`src/rtl/z2_slave_sequencer.sv`:
```
// Zorro II slave-cycle sequencer: strobe synchronisers, lowest-index slave arbitration,
// registered DTACK/OVR/BERR requests with bus timeout and early abort on AS release.
module z2_slave_sequencer #(
    parameter int                    NUM_SLAVES     = 5,
    parameter int                    SYNC_STAGES    = 2,
    parameter int                    TIMEOUT_CYCLES = 255,
    parameter logic [NUM_SLAVES-1:0] DTACK_MASK     = '1,
    parameter logic [NUM_SLAVES-1:0] OVR_MASK       = '1
) (
    input  logic                  MEMCLK,
    input  logic                  RESET,
    input  logic                  AS_n,
    input  logic                  UDS_n,
    input  logic                  LDS_n,
    input  logic                  RW,
    input  logic [NUM_SLAVES-1:0] slave_hit,
    input  logic [NUM_SLAVES-1:0] slave_ack,
    output logic                  as_sync,
    output logic                  uds_sync,
    output logic                  lds_sync,
    output logic                  rw_sync,
    output logic [1:0]            z2_state,
    output logic [NUM_SLAVES-1:0] grant,
    output logic                  dtack,
    output logic                  ovr,
    output logic                  berr,
    output logic                  timeout
);

    localparam int CW = (TIMEOUT_CYCLES < 1) ? 1 : $clog2(TIMEOUT_CYCLES + 1);
    localparam logic [CW-1:0] TMO_LAST = CW'(TIMEOUT_CYCLES - 1);

    typedef enum logic [1:0] {
        S_IDLE  = 2'd0,
        S_START = 2'd1,
        S_DATA  = 2'd2,
        S_END   = 2'd3
    } state_t;

    state_t                  state, state_n;
    logic [NUM_SLAVES-1:0]   grant_n;
    logic                    dtack_n, ovr_n, berr_n, timeout_n;
    logic [CW-1:0]           cnt;
    logic                    tmo_hit;
    logic [NUM_SLAVES-1:0]   hit_lowest;
    logic [SYNC_STAGES-1:0]  as_sr, uds_sr, lds_sr, rw_sr;

    always_ff @(posedge MEMCLK or posedge RESET) begin
        if (RESET) begin
            as_sr  <= '1;
            uds_sr <= '1;
            lds_sr <= '1;
            rw_sr  <= '1;
        end else begin
            as_sr  <= {as_sr[SYNC_STAGES-2:0], AS_n};
            uds_sr <= {uds_sr[SYNC_STAGES-2:0], UDS_n};
            lds_sr <= {lds_sr[SYNC_STAGES-2:0], LDS_n};
            rw_sr  <= {rw_sr[SYNC_STAGES-2:0], RW};
        end
    end

    assign as_sync  = as_sr[SYNC_STAGES-1];
    assign uds_sync = uds_sr[SYNC_STAGES-1];
    assign lds_sync = lds_sr[SYNC_STAGES-1];
    assign rw_sync  = rw_sr[SYNC_STAGES-1];
    assign z2_state = state;

    // Two's-complement trick isolates the lowest set hit bit.
    assign hit_lowest = slave_hit & (~slave_hit + NUM_SLAVES'(1));

    // Counter saturates; the compare against TIMEOUT-1 fires on the edge it would reach TIMEOUT.
    assign tmo_hit = (TIMEOUT_CYCLES != 0) && (cnt == TMO_LAST);

    always_ff @(posedge MEMCLK or posedge RESET) begin
        if (RESET) begin
            cnt <= '0;
        end else if (state == S_IDLE) begin
            cnt <= '0;
        end else if (state != S_END && cnt != '1) begin
            cnt <= cnt + CW'(1);
        end
    end

    always_ff @(posedge MEMCLK or posedge RESET) begin
        if (RESET) begin
            state   <= S_IDLE;
            grant   <= '0;
            dtack   <= 1'b0;
            ovr     <= 1'b0;
            berr    <= 1'b0;
            timeout <= 1'b0;
        end else begin
            state   <= state_n;
            grant   <= grant_n;
            dtack   <= dtack_n;
            ovr     <= ovr_n;
            berr    <= berr_n;
            timeout <= timeout_n;
        end
    end

    always_comb begin
        state_n   = state;
        grant_n   = grant;
        dtack_n   = dtack;
        berr_n    = berr;
        timeout_n = 1'b0;
        case (state)
            S_IDLE: begin
                dtack_n = 1'b0;
                berr_n  = 1'b0;
                grant_n = '0;
                if (!as_sync && slave_hit != '0) begin
                    state_n = S_START;
                    grant_n = hit_lowest;
                end
            end
            S_START: begin
                if (as_sync) begin
                    state_n = S_IDLE;
                    grant_n = '0;
                end else if (tmo_hit) begin
                    state_n   = S_END;
                    berr_n    = 1'b1;
                    timeout_n = 1'b1;
                end else if (!uds_sync || !lds_sync) begin
                    state_n = S_DATA;
                end
            end
            S_DATA: begin
                if (as_sync) begin
                    state_n = S_IDLE;
                    grant_n = '0;
                end else if ((slave_ack & grant) != '0) begin
                    state_n = S_END;
                    dtack_n = (grant & DTACK_MASK) != '0;
                end else if (tmo_hit) begin
                    state_n   = S_END;
                    berr_n    = 1'b1;
                    timeout_n = 1'b1;
                end
            end
            S_END: begin
                if (as_sync) begin
                    state_n = S_IDLE;
                    grant_n = '0;
                    dtack_n = 1'b0;
                    berr_n  = 1'b0;
                end
            end
            default: state_n = S_IDLE;
        endcase
        ovr_n = (state_n != S_IDLE) && ((grant_n & OVR_MASK) != '0);
    end

endmodule
```
`config.mk`:
```
export PLATFORM = sky130hd
export DESIGN_NAME = z2_slave_sequencer
export DESIGN_NICKNAME = d
export VERILOG_FILES = /design/src/rtl/z2_slave_sequencer.sv
export SDC_FILE = /design/constraint.sdc
export NUM_CORES = 1
export LEC_CHECK = 0
export BUFFER_PORTS_ARGS = -buffer_cell sky130_fd_sc_hd__buf_2
export CORE_MARGIN = 2
export CORE_UTILIZATION = 34
export DETAILED_ROUTE_END_ITERATION = 7
export SKIP_LAST_GASP = 1
export SLEW_MARGIN = 40
export SYNTH_ARGS = -nofsm -noshare
export SYNTH_HDL_FRONTEND = slang
export SYNTH_SLANG_ARGS = --single-unit
```
`constraint.sdc`:
```
create_clock -name MEMCLK -period 5.2 [get_ports MEMCLK]
set_input_delay 1.04 -clock MEMCLK [delete_from_list [all_inputs] [get_ports MEMCLK]]
set_output_delay 1.04 -clock MEMCLK [all_outputs]
set_load 0.05 [all_outputs]
```
* Yosys cells after proc, flatten, opt, wreduce, memory -nomap -nowiden
Cells that the tools add are included.
Operators by class: $add $sub $neg 2, equality and inequality tests 11, multiplexer cells 28, bitwise logic cells 3, reductions and logical operators 18
Operators with widths (number):
- nonzero test 5 bit | 4
- 2-to-1 mux 2 bit | 8
- 2-to-1 mux 8 bit | 2
- inequality test 2 bit, second input constant | 6
- 2-to-1 mux 1 bit | 11
- AND 5 bit | 2
- 2-to-1 mux 5 bit | 2
- one-hot mux 5 bit (2 select lines) | 1
- adder 8 x 1 -> 8 bit, second input constant | 1
- == test 8 bit, second input constant | 1
- inequality test 8 bit, second input constant | 1
- one-hot mux 2 bit (4 select lines) | 1
- AND reduction 4 bit | 2
- adder 5 x 1 -> 5 bit, second input constant | 1
- inverter 5 bit | 1
- == test 2 bit, second input constant | 2
- one-hot mux 1 bit (4 select lines) | 1
- nonzero test 2 bit | 2
- logical AND 1 bit | 3
- zero test 1 bit | 3
- one-hot mux 1 bit (3 select lines) | 1
- nonzero test 3 bit | 1
- OR reduction 3 bit | 1
- == test 2 x 1 -> 1 bit, second input constant | 1
- other kinds (3) | 3
Word-level totals: bits in registers 27, input port bits 16, output and inout bits 15, logic and storage cells 73

* Logic depth before layout (Yosys ltp)
Gate-level depths: netlist of the first run.
depth after elaboration 8, depth in mapped cells 8, gate-level depth less buffers 7

* Worst setup path before layout of the first run
No wires, ideal clock.
path kind flip-flop to flip-flop, from register state[0], in the netlist z2_state[0], to register ovr, setup time 126 ps, arrival 2079 ps, data required time 5074 ps, slack 2995 ps, cell stages (with the launch flop) 9, path buffers 1, clock period less this slack 2205 ps, path through dfrtp_1 -> inv_1 -> ha_1 -> buf_6 -> nor4b_4 -> a22oi_2 -> nor2_2 -> or3_1 -> o32a_1
On the way: elaborated cells between the ends (all ways) 18, those cells by class eq/ne (3); mux (10); reduce/logical (5)
RTL lines:
- start: declaration | RTL line 40 | state_t state, state_n;
- start signal: assignment | RTL line 93 | state <= state_n;
- == test 2 bit or == test 2 x 1 -> 1 bit (tied branches) | RTL line 108 | case (state)
- OR reduction 3 bit (no line)
- one-hot mux 5 bit (2 select lines) * | RTL line 108
- named net grant_n[3] | RTL line 41 | logic [NUM_SLAVES-1:0] grant_n;
- nonzero test 5 bit * | RTL line 153 | ovr_n = (state_n != S_IDLE) && ((grant_n & OVR_MASK) != '0);
- logical AND 1 bit * | RTL line 153
- named net ovr_n | RTL line 42 | logic dtack_n, ovr_n, berr_n, timeout_n;
- end signal: assignment | RTL line 96 | ovr <= ovr_n;
- end: declaration | RTL line 25 | output logic ovr,
The timed path passes the listed nets; every way through them passes the cells marked *. A chain may end at the register's enable or synchronous reset.

* Worst setup path after layout of the first run
from register as_sr[1], to output as_sync
RTL lines:
- start: declaration | RTL line 46 | logic [SYNC_STAGES-1:0] as_sr, uds_sr, lds_sr, rw_sr;
- start signal: assignment | RTL line 55 | as_sr <= {as_sr[SYNC_STAGES-2:0], AS_n};
- end: declaration | RTL line 18 | output logic as_sync,
No word-level cell between the ends.

==> summary by stage, run 1 <==
Status
The run finished with clean final reports.

Setup path
STA puts the critical path data required time at 4.16 ns. The path type of the worst setup path is flop to output port. The worst-path maximum fanout is 17. The critical path goes through buf_2. The buffers plus inverters on the worst setup path is 1. STA classifies the critical path startpoint as a flop. For the worst flop-to-flop path, the logic depth is 7. The highest cell delay on the worst timing path is 0.73 ns. The capturing element type of the critical path is an output port. Data on the critical path arrives at its endpoint at between 1 and 1.5 ns. In this run the number of cells on the critical path is 1. On the critical path, the stage with the largest delay is an instance of sky130_fd_sc_hd__dfstp_2.

The family with the most delay on the worst path is flip-flops.

STA
The fmax is 422 MHz. Setup repair after global routing left no endpoint under its margin. Across all setup checks in the final design, the least slack found is 2.83 ns.

The number of max-slew violations in the final report is 0. The final-report hold violation count is 0. Subtracting the final worst setup slack from the clock period gives 2.37 ns.

The minimum hold slack is approximately 0.36 ns. The final clock skew is 0.00278 ns. The part of the cycle the worst path needs is 45.6%. The setup-violating endpoint count in the final report is 0. Adding up every negative setup slack in the final design gives 0 ns. At the pin with the least slew margin, the transition time is 0.655 ns.

The worst pin sits at a relative slew slack of between 50% and 60%.

Synth
The top flip-flop cell by instance count after synthesis is sky130_fd_sc_hd__dfrtp_1. After synthesis, the netlist uses 45 different library cells. Of all flip-flops after synthesis, the portion carrying an async set or reset was 100%. In this run the mean area of a mapped cell was 10.9 µm². The register bit total from synthesis is 27. The post-synth net total is 148. The proportion of netlist area held by the largest area contributor is 34.6%. The cell type with the largest total area after synthesis is sky130_fd_sc_hd__dfrtp_1. The number of synthesis warnings is 0. Summing the sequential cell areas from Yosys gives 49.9% of the chip area. In this run the cell area of the synthesized design comes to roughly 0.0014 mm². The cell count after synthesis is 126. Yosys attributes the largest share of cell area to sky130_fd_sc_hd__dfrtp_1 35%, sky130_fd_sc_hd__dfstp_2 15%, sky130_fd_sc_hd__ha_1 5.5%.

After synthesis, the most frequently instantiated cells are 19 x sky130_fd_sc_hd__dfrtp_1, 16 x sky130_fd_sc_hd__nor2_1, 8 x sky130_fd_sc_hd__dfstp_2, 8 x sky130_fd_sc_hd__inv_1, 6 x sky130_fd_sc_hd__ha_1. The number of enable-type register cells in the synthesized netlist is 0. The most frequent cell after synthesis is sky130_fd_sc_hd__dfrtp_1.

Drt
The detailed-route DRC error count is 0. The number of violations reported at the end of detailed-routing iteration 0 is 23. The aggregate routed wire length is between 2 and 3 mm.

The number of search-and-repair iterations in the first detailed-routing pass is 5. The average vias per placed instance is roughly 5.2. The detail route stage leaves a number of antenna-violating nets equal to 0. Across all layers, the routed design uses ~1100 vias. The post-detailed-route wirelength per cell is 13.7 µm.

Placement
After detailed placement, the total cell area comes to 0.00156 mm². The HPWL after detailed placement is about 2.1 mm. The post-place setup slack is between 2 and 3 ns. The global placement routability congestion is approximately 0.88. The count of placed standard cells including taps is 202.

The number of buffers added on ports is 30.

Final layout
Once layout is complete, the utilization of the core stands at 40.7%. The number of nets in the layout is 179. Summing all multi-input logic gate instances after layout gives 626 µm². The fill cell instance count of the final layout is 376. Summing all non-filler instances in the final layout gives an area of 0.00160 mm². The antenna diode count is 0. Leaving out filler cells and counting taps, the final layout contains about 210. Across the whole layout, storage elements account for 686 µm². The fraction of final layout cells sized beyond drive strength 1 is 32.7%.

Compared with the post-synthesis result, the final layout area differs by 16.6%.

Global routing
The remaining global-route overflow is 0. The number of global-route vias before repair came to 1012. Entering global routing, the biggest net connects 28 pins. The initial antenna violation count is 0. In the global route stage, overall resource usage came out at 13.1%.

The first global-routing pass estimated 4.59 mm of wire.

Clock network
The number of buffers added for setup after CTS is 0. The clock slew seen by the registers of the worst setup and hold paths is 0.09 ns. In this run the deepest clock path goes through 2 buffers. The later pin in the worst-skew pair is clocked with a latency of 0.27 ns.

The level count of the clock H-tree is 1. The number of buffers added by the clock tree synthesis step is 3. The count of hold-fix buffers inserted at cts is 0. The count of instances resized after the clock tree is built is 0.

The number of sinks handled by clock tree synthesis is 27. The root buffer selected by CTS is sky130_fd_sc_hd__clkbuf_8. The CTS tree is yes.

Pwr
The leakage dissipation is between 0.7 and 0.8 nW. Power comes to 705 µW. The power per cell area is 440 mW/mm².

The worst-case IR drop observed on VDD is 0.000282 V.

Floorplanning
The area of the die is 0.00457 mm². The number of core rows is 23. In this run the vertical extent of the chip is 67.6 µm.

The starting utilization of the core area is 34.9%. The horizontal extent of the die is 67.6 µm. The area inside the core boundary is 0.00394 mm². The count of boundary I/O pins is 31.

Worst hold path
The min-delay analysis places its worst path in the category flop to flop. The number of stages on the worst hold path is 0.

Job
The number of max-cap violations is 0.
layout by cell type, fill, tap and decap left out, types with 3 or more instances in the layout:
cell                       Yosys  layout
sky130_fd_sc_hd__dfstp_2       8       8
sky130_fd_sc_hd__o21ai_1       4       4
sky130_fd_sc_hd__a21oi_1       3       3
sky130_fd_sc_hd__and4_1        3       3
sky130_fd_sc_hd__inv_1         8       7
sky130_fd_sc_hd__and3_1        3       3
sky130_fd_sc_hd__xnor2_1       4       4
sky130_fd_sc_hd__nand3_1       5       5
sky130_fd_sc_hd__nand2_1       5       5
sky130_fd_sc_hd__ha_1          6       6
sky130_fd_sc_hd__nor2_1       16      16
sky130_fd_sc_hd__clkbuf_8      0       3
sky130_fd_sc_hd__buf_2         2      30
sky130_fd_sc_hd__dfrtp_1      19      19
layout make-up:
| class | count | share of cell area (%) |
|---|---|---|
| clock buffers | 4 | 2.81 |
| inverters | 9 | 2.11 |
| multi-input cells | 86 | 39.0 |
| flip-flops and latches | 27 | 42.8 |
| well taps | 50 | 3.90 |
| repair buffers | 30 | 9.37 |
kinds of logic (layout without fill, tap and decap cells):
family | count (synthesis) | count (layout) | share of synthesized area, %
AOI/OAI and AO/OA | 29 | 29 | 16.9
muxes | 2 | 2 | 1.46
and+or+nand+nor | 43 | 43 | 17.8
DFF | 27 | 27 | 49.9
adders and majority gates | 6 | 6 | 5.46
xor gates and xnor gates | 6 | 6 | 3.82
buffers and inverters | 13 | 43 | 4.64
where the power goes:
part	total [mW]	switching [mW]	internal, mW
registers	0.276	0.0344	0.242
clock network	0.118	0.0633	0.0549
logic	0.310	0.203	0.107
flip-flops by register name, indices dropped and copies added, names as in the netlist:
signal / flops
rw_sr: 2
timeout: 1
lds_sr: 2
berr: 1
dtack: 1
as_sr: 2
ovr: 1
cnt: 8
uds_sr: 2
z2_state: 2
grant: 5
per-layer routing:
metal  wire [µm]  GRT usage [%]  vias to the layer above
met5           0              0                        -
met4          16           2.30                        0
met3         144           3.17                        2
met2        1280           21.4                       30
met1        1370           17.8                      515
li1            -              -                      515
path summary, 6_finish.rpt:
check	start	to	slack [ns]
hold / removal	as_sr[0]	as_sr[1]	0.36
min in group asynchronous	RESET	z2_state[0]	0.82
setup / recovery	as_sr[1]	as_sync	2.83
max in group asynchronous	RESET	cnt[7]	4.01
hold reg to reg	as_sr[0]	as_sr[1]	0.36
setup reg to reg	z2_state[1]	ovr	2.86
Note: power is estimated with default switching activity, not from simulation.
==> inputs of run 2 (changes only) <==
==> constraint.sdc (replaced) <==
create_clock -name MEMCLK -period 2.26 [get_ports MEMCLK]
set_input_delay 0.452 -clock MEMCLK [delete_from_list [all_inputs] [get_ports MEMCLK]]
set_output_delay 0.452 -clock MEMCLK [all_outputs]
set_load 0.05 [all_outputs]
==> summary by stage, run 2 (synthesis gave the netlist of run 1 again) <==
Pwr
The clock network fraction of design power is 16.7% (was 16.8%). The worst vdd rail ir drop came to 0.000821 V (was 0.000282 V). The power per cell area was 1020 mW/mm² (was 440 mW/mm²). The share of total power consumed by net switching is 42.6% (about the same). The share of power burned in registers is 38.7% (was 39.2%).

The switching power total is 702 µW (was 301 µW). The leakage dissipation is 0.762 nW (was 0.751 nW). The internal power summed over all cells was 945 µW (was 404 µW). The part of the power in combinational logic came to 44.6% (was 44.0%).

Drt
The remaining antenna violation count after routing is 0 (unchanged). The aggregate routed wire length is 2.91 mm (was 2.82 mm). The post-detailed-route wirelength per cell is 14.0 µm (was 13.7 µm). The via count was 1041 (was 1062). The number of search-and-repair iterations in the first detailed-routing pass is 4 (was 5). The average vias per placed instance is 5.00 (was 5.16).

The number of violations reported at the end of detailed-routing iteration 0 is 26 (was 23). The detailed-route DRC error count is 0 (unchanged).

Final layout
The share of the core filled with cells in the final layout is 41.0% (was 40.7%). The synthesis-to-finish area growth came to 17.7% (was 16.6%). The final instance count without filler cells is 208 (was 206). The register with the highest flop count is cnt (unchanged). Commonest cells after routing, fill and taps aside: 30 x sky130_fd_sc_hd__buf_2, 19 x sky130_fd_sc_hd__dfrtp_1, 16 x sky130_fd_sc_hd__nor2_1, 8 x sky130_fd_sc_hd__inv_1, 8 x sky130_fd_sc_hd__dfstp_2 (was 30 x sky130_fd_sc_hd__buf_2, 19 x sky130_fd_sc_hd__dfrtp_1, 16 x sky130_fd_sc_hd__nor2_1, 8 x sky130_fd_sc_hd__dfstp_2, 7 x sky130_fd_sc_hd__inv_1). The fraction of final layout cells sized beyond drive strength 1 was 32.9% (was 32.7%). The number of nets in the layout is 181 (was 179).

The flip-flop count of the largest register, all copies and words added is 8 (unchanged). The antenna diode count is 0 (unchanged). Registers with the highest flip-flop counts: cnt: 8 flops, grant: 5 flops (unchanged).

The most frequent standard cell in the layout excluding fill and tap cells is sky130_fd_sc_hd__buf_2 (unchanged). The total non-filler cell area in the finished layout is 0.00162 mm² (was 0.00160 mm²).

Clock network
The clock slew seen by the registers of the worst setup and hold paths came to 0.09 ns (about the same). The number of buffers added for setup after CTS is 0 (unchanged). The maximum buffer depth of the clock tree was 2 (unchanged).

The worst-skew pair later-pin latency is 0.27 ns (about the same). The level count of the clock H-tree is 1 (unchanged). The number of buffers added by the clock tree synthesis step came to 3 (unchanged). The CTS tree is yes (unchanged). The number of sinks handled by clock tree synthesis was 27 (unchanged). The root buffer selected by CTS is sky130_fd_sc_hd__clkbuf_8 (unchanged). The count of instances resized after the clock tree is built is 0 (unchanged). The count of hold-fix buffers inserted at cts is 0 (unchanged).

STA
Counting I/O delays and the setup requirement, the final critical path takes 2.04 ns. The fmax is 491 MHz. The final setup TNS is 0 ns (unchanged).

The slew at the pin with the worst max-slew slack is 0.488 ns (was 0.655 ns). Unrepaired setup endpoints after global routing: no (unchanged). The final clock skew came to 0.00217 ns (was 0.00278 ns).

The setup-violating endpoint count in the final report was 0 (unchanged). The final-report hold violation count is 0 (unchanged). The relative slew slack is 67.5% (was 56.4%).

After layout, the worst path uses 90.2% of the clock period. The minimum hold slack is 0.217 ns (was 0.362 ns). The number of max-slew violations in the final report is 0 (unchanged).

Setup path
The path type of the worst setup path is flop to flop (was flop to output port). The data arrival time of the critical path is 2.20 ns (was 1.33 ns). The worst flop-to-flop path endpoint is ovr (unchanged). The family with the most delay on the worst path is compound AO/OA/AOI/OAI gates (was flip-flops).

The source of the worst register-to-register timing path is z2_state[0] (was z2_state[1]). The reg2reg setup slack is 0.22 ns (was 2.86 ns). The capturing element type of the critical path is a flop (was output port). The highest cell delay on the worst timing path is 0.44 ns (was 0.73 ns).

The depth of the worst register-to-register path is 7 (unchanged). The kind of start point of the critical path is a flop (unchanged). The worst-path maximum fanout came to 7 (was 17). The required time at the endpoint of the critical path is 2.42 ns (was 4.16 ns). Worst path cell trace: inv_1 -> ha_1 -> inv_2 -> a22oi_2 -> nor2_2 -> or3_1 -> o32a_1 (was buf_2). The buffers plus inverters on the worst setup path is 2 (was 1).

The highest-delay cell along the critical path is sky130_fd_sc_hd__dfrtp_1 (was sky130_fd_sc_hd__dfstp_2). The first element of the critical path is z2_state[0] (was as_sr[1]).

Placement
The global placement routability congestion is 0.862 (was 0.881). The final HPWL from detailed placement is 2.21 mm (was 2.10 mm). The number of buffers added on ports is 30 (unchanged). The cell area reported after detailed placement is 0.00157 mm² (was 0.00156 mm²). The count of placed standard cells including taps is 204 (was 202).

Global routing
The number of global-route vias before repair came to 1022 (was 1012). The initial antenna violation count is 0 (unchanged). The maximum number of pins on one net before global-route repair came to 28 (unchanged). The remaining global-route overflow is 0 (unchanged). The overall fraction of global-route tracks in use came to 13.7% (was 13.1%). The wire length of the first global-routing pass was 4.84 mm (was 4.59 mm).

Floorplanning
The horizontal extent of the die is 67.6 µm (unchanged). The area of the die came to 0.00457 mm² (unchanged). The number of core rows came to 23 (unchanged). The count of boundary I/O pins is 31 (unchanged).

The overall die height is 67.6 µm (unchanged). The area inside the core boundary is 0.00394 mm² (unchanged). The starting utilization of the core area is 34.9% (unchanged).

Status
Status: completed (unchanged).

Worst hold path
The kind of path behind the tightest hold check was input pin to asynchronous set/reset pin (was flop to flop).

Job
The number of max-cap violations was 0 (unchanged).
run 2: cell types whose count changed in the layout (fill, tap and decap cells not counted):
cell | previous run | this run
sky130_fd_sc_hd__buf_4 | 0 | 2
sky130_fd_sc_hd__inv_1 | 7 | 8
sky130_fd_sc_hd__inv_2 | 2 | 1
run 2: final cells by class:
type	count	area [µm²]
Sequential cell	27	686
Inverter	9	33.8
Clock buffer	4	45.0
Multi-Input combinational cell	86	626
Tap cell	50	62.6
Fill cell	375	2320
Timing Repair Buffer	32	165
run 2: routing by layer:
layer	wire (µm)	GRT usage (%)	part of all wire [%]	vias up
met5	0	0	0	-
met2	1380	20.2	47	21
met3	121	3.17	4.2	5
li1	-	-	-	516
met1	1370	19.9	47	499
met4	33	3.83	1.1	0
run 2: how the worst max path moves through the flow:
stage                     end  depth (start not counted)
final                     ovr                          7
after global routing      ovr                          7
after CTS                 ovr                          7
after detailed placement  ovr                          7
after global placement    ovr                          7
after floorplan           ovr                          8
run 2: worst min-delay path, cell delays in order:
cell	delay, ns
sky130_fd_sc_hd__buf_2	0.09
sky130_fd_sc_hd__inv_1	0.04
sky130_fd_sc_hd__buf_4	0.31
run 2: metrics by stage:
step,power (mW),setup slack (ns)
2_1_floorplan,1.22,0.0553
3_3_place_gp,1.37,0.319
3_5_place_dp,1.38,0.232
4_1_cts,1.66,0.226
5_1_grt,1.76,0.150
6_report,1.65,0.223
run 2: power by group through the flow:
| stage | Sequential [mW] | Clock (mW) | Combinational (mW) |
|---|---|---|---|
| 6_report | 0.637 | 0.276 | 0.735 |
| 5_1_grt | 0.648 | 0.307 | 0.809 |
| 4_1_cts | 0.636 | 0.282 | 0.742 |
| 3_5_place_dp | 0.645 | 0 | 0.737 |
| 3_3_place_gp | 0.637 | 0 | 0.728 |
| 2_1_floorplan | 0.755 | 0 | 0.464 |
==> inputs of run 3 (changes only) <==
--- a/config.mk
+++ b/config.mk
@@ -8,6 +8,7 @@
 export BUFFER_PORTS_ARGS = -buffer_cell sky130_fd_sc_hd__buf_2
 export CORE_MARGIN = 2
 export CORE_UTILIZATION = 34
+export CTS_CLUSTER_DIAMETER = 30
 export DETAILED_ROUTE_END_ITERATION = 7
 export SKIP_LAST_GASP = 1
 export SLEW_MARGIN = 40
==> constraint.sdc (replaced) <==
create_clock -name MEMCLK -period 1.7 [get_ports MEMCLK]
set_input_delay 0.34 -clock MEMCLK [delete_from_list [all_inputs] [get_ports MEMCLK]]
set_output_delay 0.34 -clock MEMCLK [all_outputs]
set_load 0.05 [all_outputs]
==> summary by stage, run 3 (synthesis gave the netlist of run 1 again) <==
Drt
The aggregate routed wire length came to 3.31 mm (was 2.91 mm). The average vias per placed instance is 5.09 (was 5.00). The number of violations reported at the end of detailed-routing iteration 0 is 42 (was 26). The via count was 1171 (was 1041). The remaining antenna violation count after routing is 0 (unchanged). The post-detailed-route wirelength per cell is 14.4 µm (was 14.0 µm).

The number of search-and-repair iterations in the first detailed-routing pass is 4 (unchanged). The detailed-route DRC error count is 0 (unchanged).

Setup path
Worst path cell trace: inv_2 -> buf_4 -> ha_4 -> a21boi_4 -> o21ai_0 -> a211o_1 -> o311ai_2 -> o32a_1 (was inv_1 -> ha_1 -> inv_2 -> a22oi_2 -> nor2_2 -> or3_1 -> o32a_1). The required time at the endpoint of the critical path is 1.91 ns (was 2.42 ns). The path type of the worst setup path is flop to flop (unchanged).

The kind of start point of the critical path was a flop (unchanged). The capturing element type of the critical path is a flop (unchanged). The worst-path maximum fanout is 4 (was 7). The data arrival time of the critical path was 1.92 ns (was 2.20 ns). The highest-delay cell along the critical path was sky130_fd_sc_hd__dfrtp_2 (was sky130_fd_sc_hd__dfrtp_1). The highest cell delay on the worst timing path is 0.42 ns (was 0.44 ns).

Floorplanning
The horizontal extent of the die is 67.6 µm (unchanged). The area inside the core boundary is 0.00394 mm² (unchanged). The area of the die is 0.00457 mm² (unchanged). The number of core rows is 23 (unchanged). The count of boundary I/O pins is 31 (unchanged). The starting utilization of the core area came to 34.9% (unchanged). The overall die height is 67.6 µm (unchanged).

STA
Unrepaired setup endpoints after global routing: yes (was no). The minimum hold slack is 0.101 ns (was 0.217 ns). The final-report hold violation count is 0 (unchanged). The final setup TNS was -0.000927 ns (was 0 ns).

The minimum setup slack in the final design is -0.000927 ns (was 0.223 ns). The fmax is 588 MHz (was 491 MHz). The setup-violating endpoint count in the final report was 1 (was 0). The slew at the pin with the worst max-slew slack was 0.345 ns (was 0.488 ns). The final clock skew came to 0.00404 ns (was 0.00217 ns). The number of max-slew violations in the final report is 0 (unchanged).

The relative slew slack is 76.9% (was 67.5%). The part of the cycle the worst path needs is 100% (was 90.2%). The clock period minus final worst setup slack is 1.70 ns (was 2.04 ns).

Placement
The number of buffers added on ports was 30 (unchanged). The global placement routability congestion was 0.897 (was 0.862). The cell area reported after detailed placement was 0.00171 mm² (was 0.00157 mm²). The count of placed standard cells including taps came to 222 (was 204). The final HPWL from detailed placement is 2.39 mm (was 2.21 mm).

Final layout
The fraction of final layout cells sized beyond drive strength 1 is 48.3% (was 32.9%). The flip-flop count of the largest register, all copies and words added is 8 (unchanged). The number of nets in the layout was 203 (was 181). The share of the core filled with cells in the final layout came to 47.4% (was 41.0%). The antenna diode count is 0 (unchanged).

The final instance count without filler cells is 230 (was 208). Registers with the highest flip-flop counts: cnt: 8 flops, grant: 5 flops (unchanged). The register area is 688 µm² (was 686 µm²). The fill cell instance count of the final layout is 373 (was 375). The register with the highest flop count is cnt (unchanged). The total non-filler cell area in the finished layout is 0.00187 mm² (was 0.00162 mm²).

The most frequent standard cell in the layout excluding fill and tap cells is sky130_fd_sc_hd__buf_2 (unchanged). Commonest cells after routing, fill and taps aside: 29 x sky130_fd_sc_hd__buf_2, 23 x sky130_fd_sc_hd__buf_4, 17 x sky130_fd_sc_hd__dfrtp_1, 16 x sky130_fd_sc_hd__nor2_1, 8 x sky130_fd_sc_hd__dfstp_2 (was 30 x sky130_fd_sc_hd__buf_2, 19 x sky130_fd_sc_hd__dfrtp_1, 16 x sky130_fd_sc_hd__nor2_1, 8 x sky130_fd_sc_hd__inv_1, 8 x sky130_fd_sc_hd__dfstp_2). The synthesis-to-finish area growth is 36.0% (was 17.7%). The area of the multi-input gates is 704 µm² (was 626 µm²).

Clock network
The CTS tree is yes (unchanged). The root buffer selected by CTS is sky130_fd_sc_hd__clkbuf_8 (unchanged). The number of sinks handled by clock tree synthesis came to 27 (unchanged). The worst-skew pair later-pin latency was 0.27 ns (about the same).

The maximum buffer depth of the clock tree is 2 (unchanged). The level count of the clock H-tree is 1 (unchanged). The clock slew seen by the registers of the worst setup and hold paths came to 0.09 ns (about the same).

The number of buffers added by the clock tree synthesis step was 3 (unchanged).

Global routing
The maximum number of pins on one net before global-route repair is 28 (unchanged). The remaining global-route overflow is 0 (unchanged). The overall fraction of global-route tracks in use came to 14.3% (was 13.7%). The initial antenna violation count is 0 (unchanged). The number of global-route vias before repair is 1060 (was 1022). The wire length of the first global-routing pass is 4.90 mm (was 4.84 mm).

Pwr
The power per cell area is 1420 mW/mm² (was 1020 mW/mm²). The leakage dissipation is 0.885 nW (was 0.762 nW). The worst vdd rail ir drop is 0.000746 V (was 0.000821 V).

Status
The checks that failed: negative setup slack. Status: finished with violations (was completed).

Worst hold path
The kind of path behind the tightest hold check is input pin to asynchronous set/reset pin (unchanged).

Job
The number of max-cap violations came to 0 (unchanged).
-- run 3: changes by cell type in the layout (fill, tap and decap cells not counted), moves of 2 or more --
cell	previous run	this run
sky130_fd_sc_hd__buf_4	2	23
sky130_fd_sc_hd__ha_1	6	3
sky130_fd_sc_hd__dfrtp_1	19	17
sky130_fd_sc_hd__dfrtp_2	0	2
sky130_fd_sc_hd__ha_4	0	2
sky130_fd_sc_hd__inv_1	8	6
sky130_fd_sc_hd__inv_2	1	3
-- run 3: area by class of cell --
type | count | area share (%)
Sequential cell | 27 | 36.8
Clock buffer | 4 | 2.41
Tap cell | 50 | 3.34
Multi-Input combinational cell | 86 | 37.7
Timing Repair Buffer | 54 | 18.0
Inverter | 9 | 1.81
-- run 3: final timing paths --
kind	start	to	slack [ns]	cells after the start
max reg2reg	z2_state[1]	ovr	-0.0009	8
max	z2_state[1]	ovr	-0.0009	8
min	RESET	cnt[2]	0.10	3
max in group asynchronous	RESET	as_sr[0]	1.30	3
min in group MEMCLK	LDS_n	lds_sr[0]	0.15	1
min reg2reg	as_sr[0]	as_sr[1]	0.36	0
-- run 3: stage by stage --
step | power (mW) | setup slack (ns)
6_report | 2.65 | -0.000927
5_1_grt | 2.84 | -0.110
4_1_cts | 2.49 | 0.00435
3_5_place_dp | 2.05 | -0.0520
3_3_place_gp | 2.03 | -0.0176
2_1_floorplan | 1.64 | -0.265
-- run 3: repair_timing --
item | 4_1_cts | 5_1_grt
buffers inserted | 0 | 4
hold buffers | 0 | 0
endpoints found under the setup margin | 2 | 4
pin swaps | 4 | 10
hold endpoints to repair | 0 | 0
gates resized for setup | 6 | 10
-- run 3: power by group --
| group | total (mW) | internal (mW) | switching (mW) | leakage, nW |
|---|---|---|---|---|
| combinational | 1.46 | 0.671 | 0.789 | 0.522 |
| sequential | 0.826 | 0.745 | 0.0816 | 0.340 |
| clock | 0.368 | 0.168 | 0.200 | 0.0228 |
| total | 2.65 | 1.58 | 1.07 | 0.885 |
-- run 3: critical path: cells and delay by family (launching register included) --
| kind | cells | cell delay [ns] |
|---|---|---|
| AO/OA/AOI/OAI | 5 | 0.90 |
| adder cells (fa/ha/maj) | 1 | 0.14 |
| buffers and inverters | 2 | 0.19 |
| flip-flops | 1 | 0.42 |
-- run 3: metal layers --
| metal | up-vias | global-route usage [%] | share of wire, % |
|---|---|---|---|
| li1 | 563 | - | - |
| met1 | 580 | 21.1 | 44 |
| met2 | 26 | 20.8 | 50 |
| met3 | 2 | 3.17 | 5.1 |
| met4 | 0 | 4.59 | 0.64 |
| met5 | - | 0 | 0 |
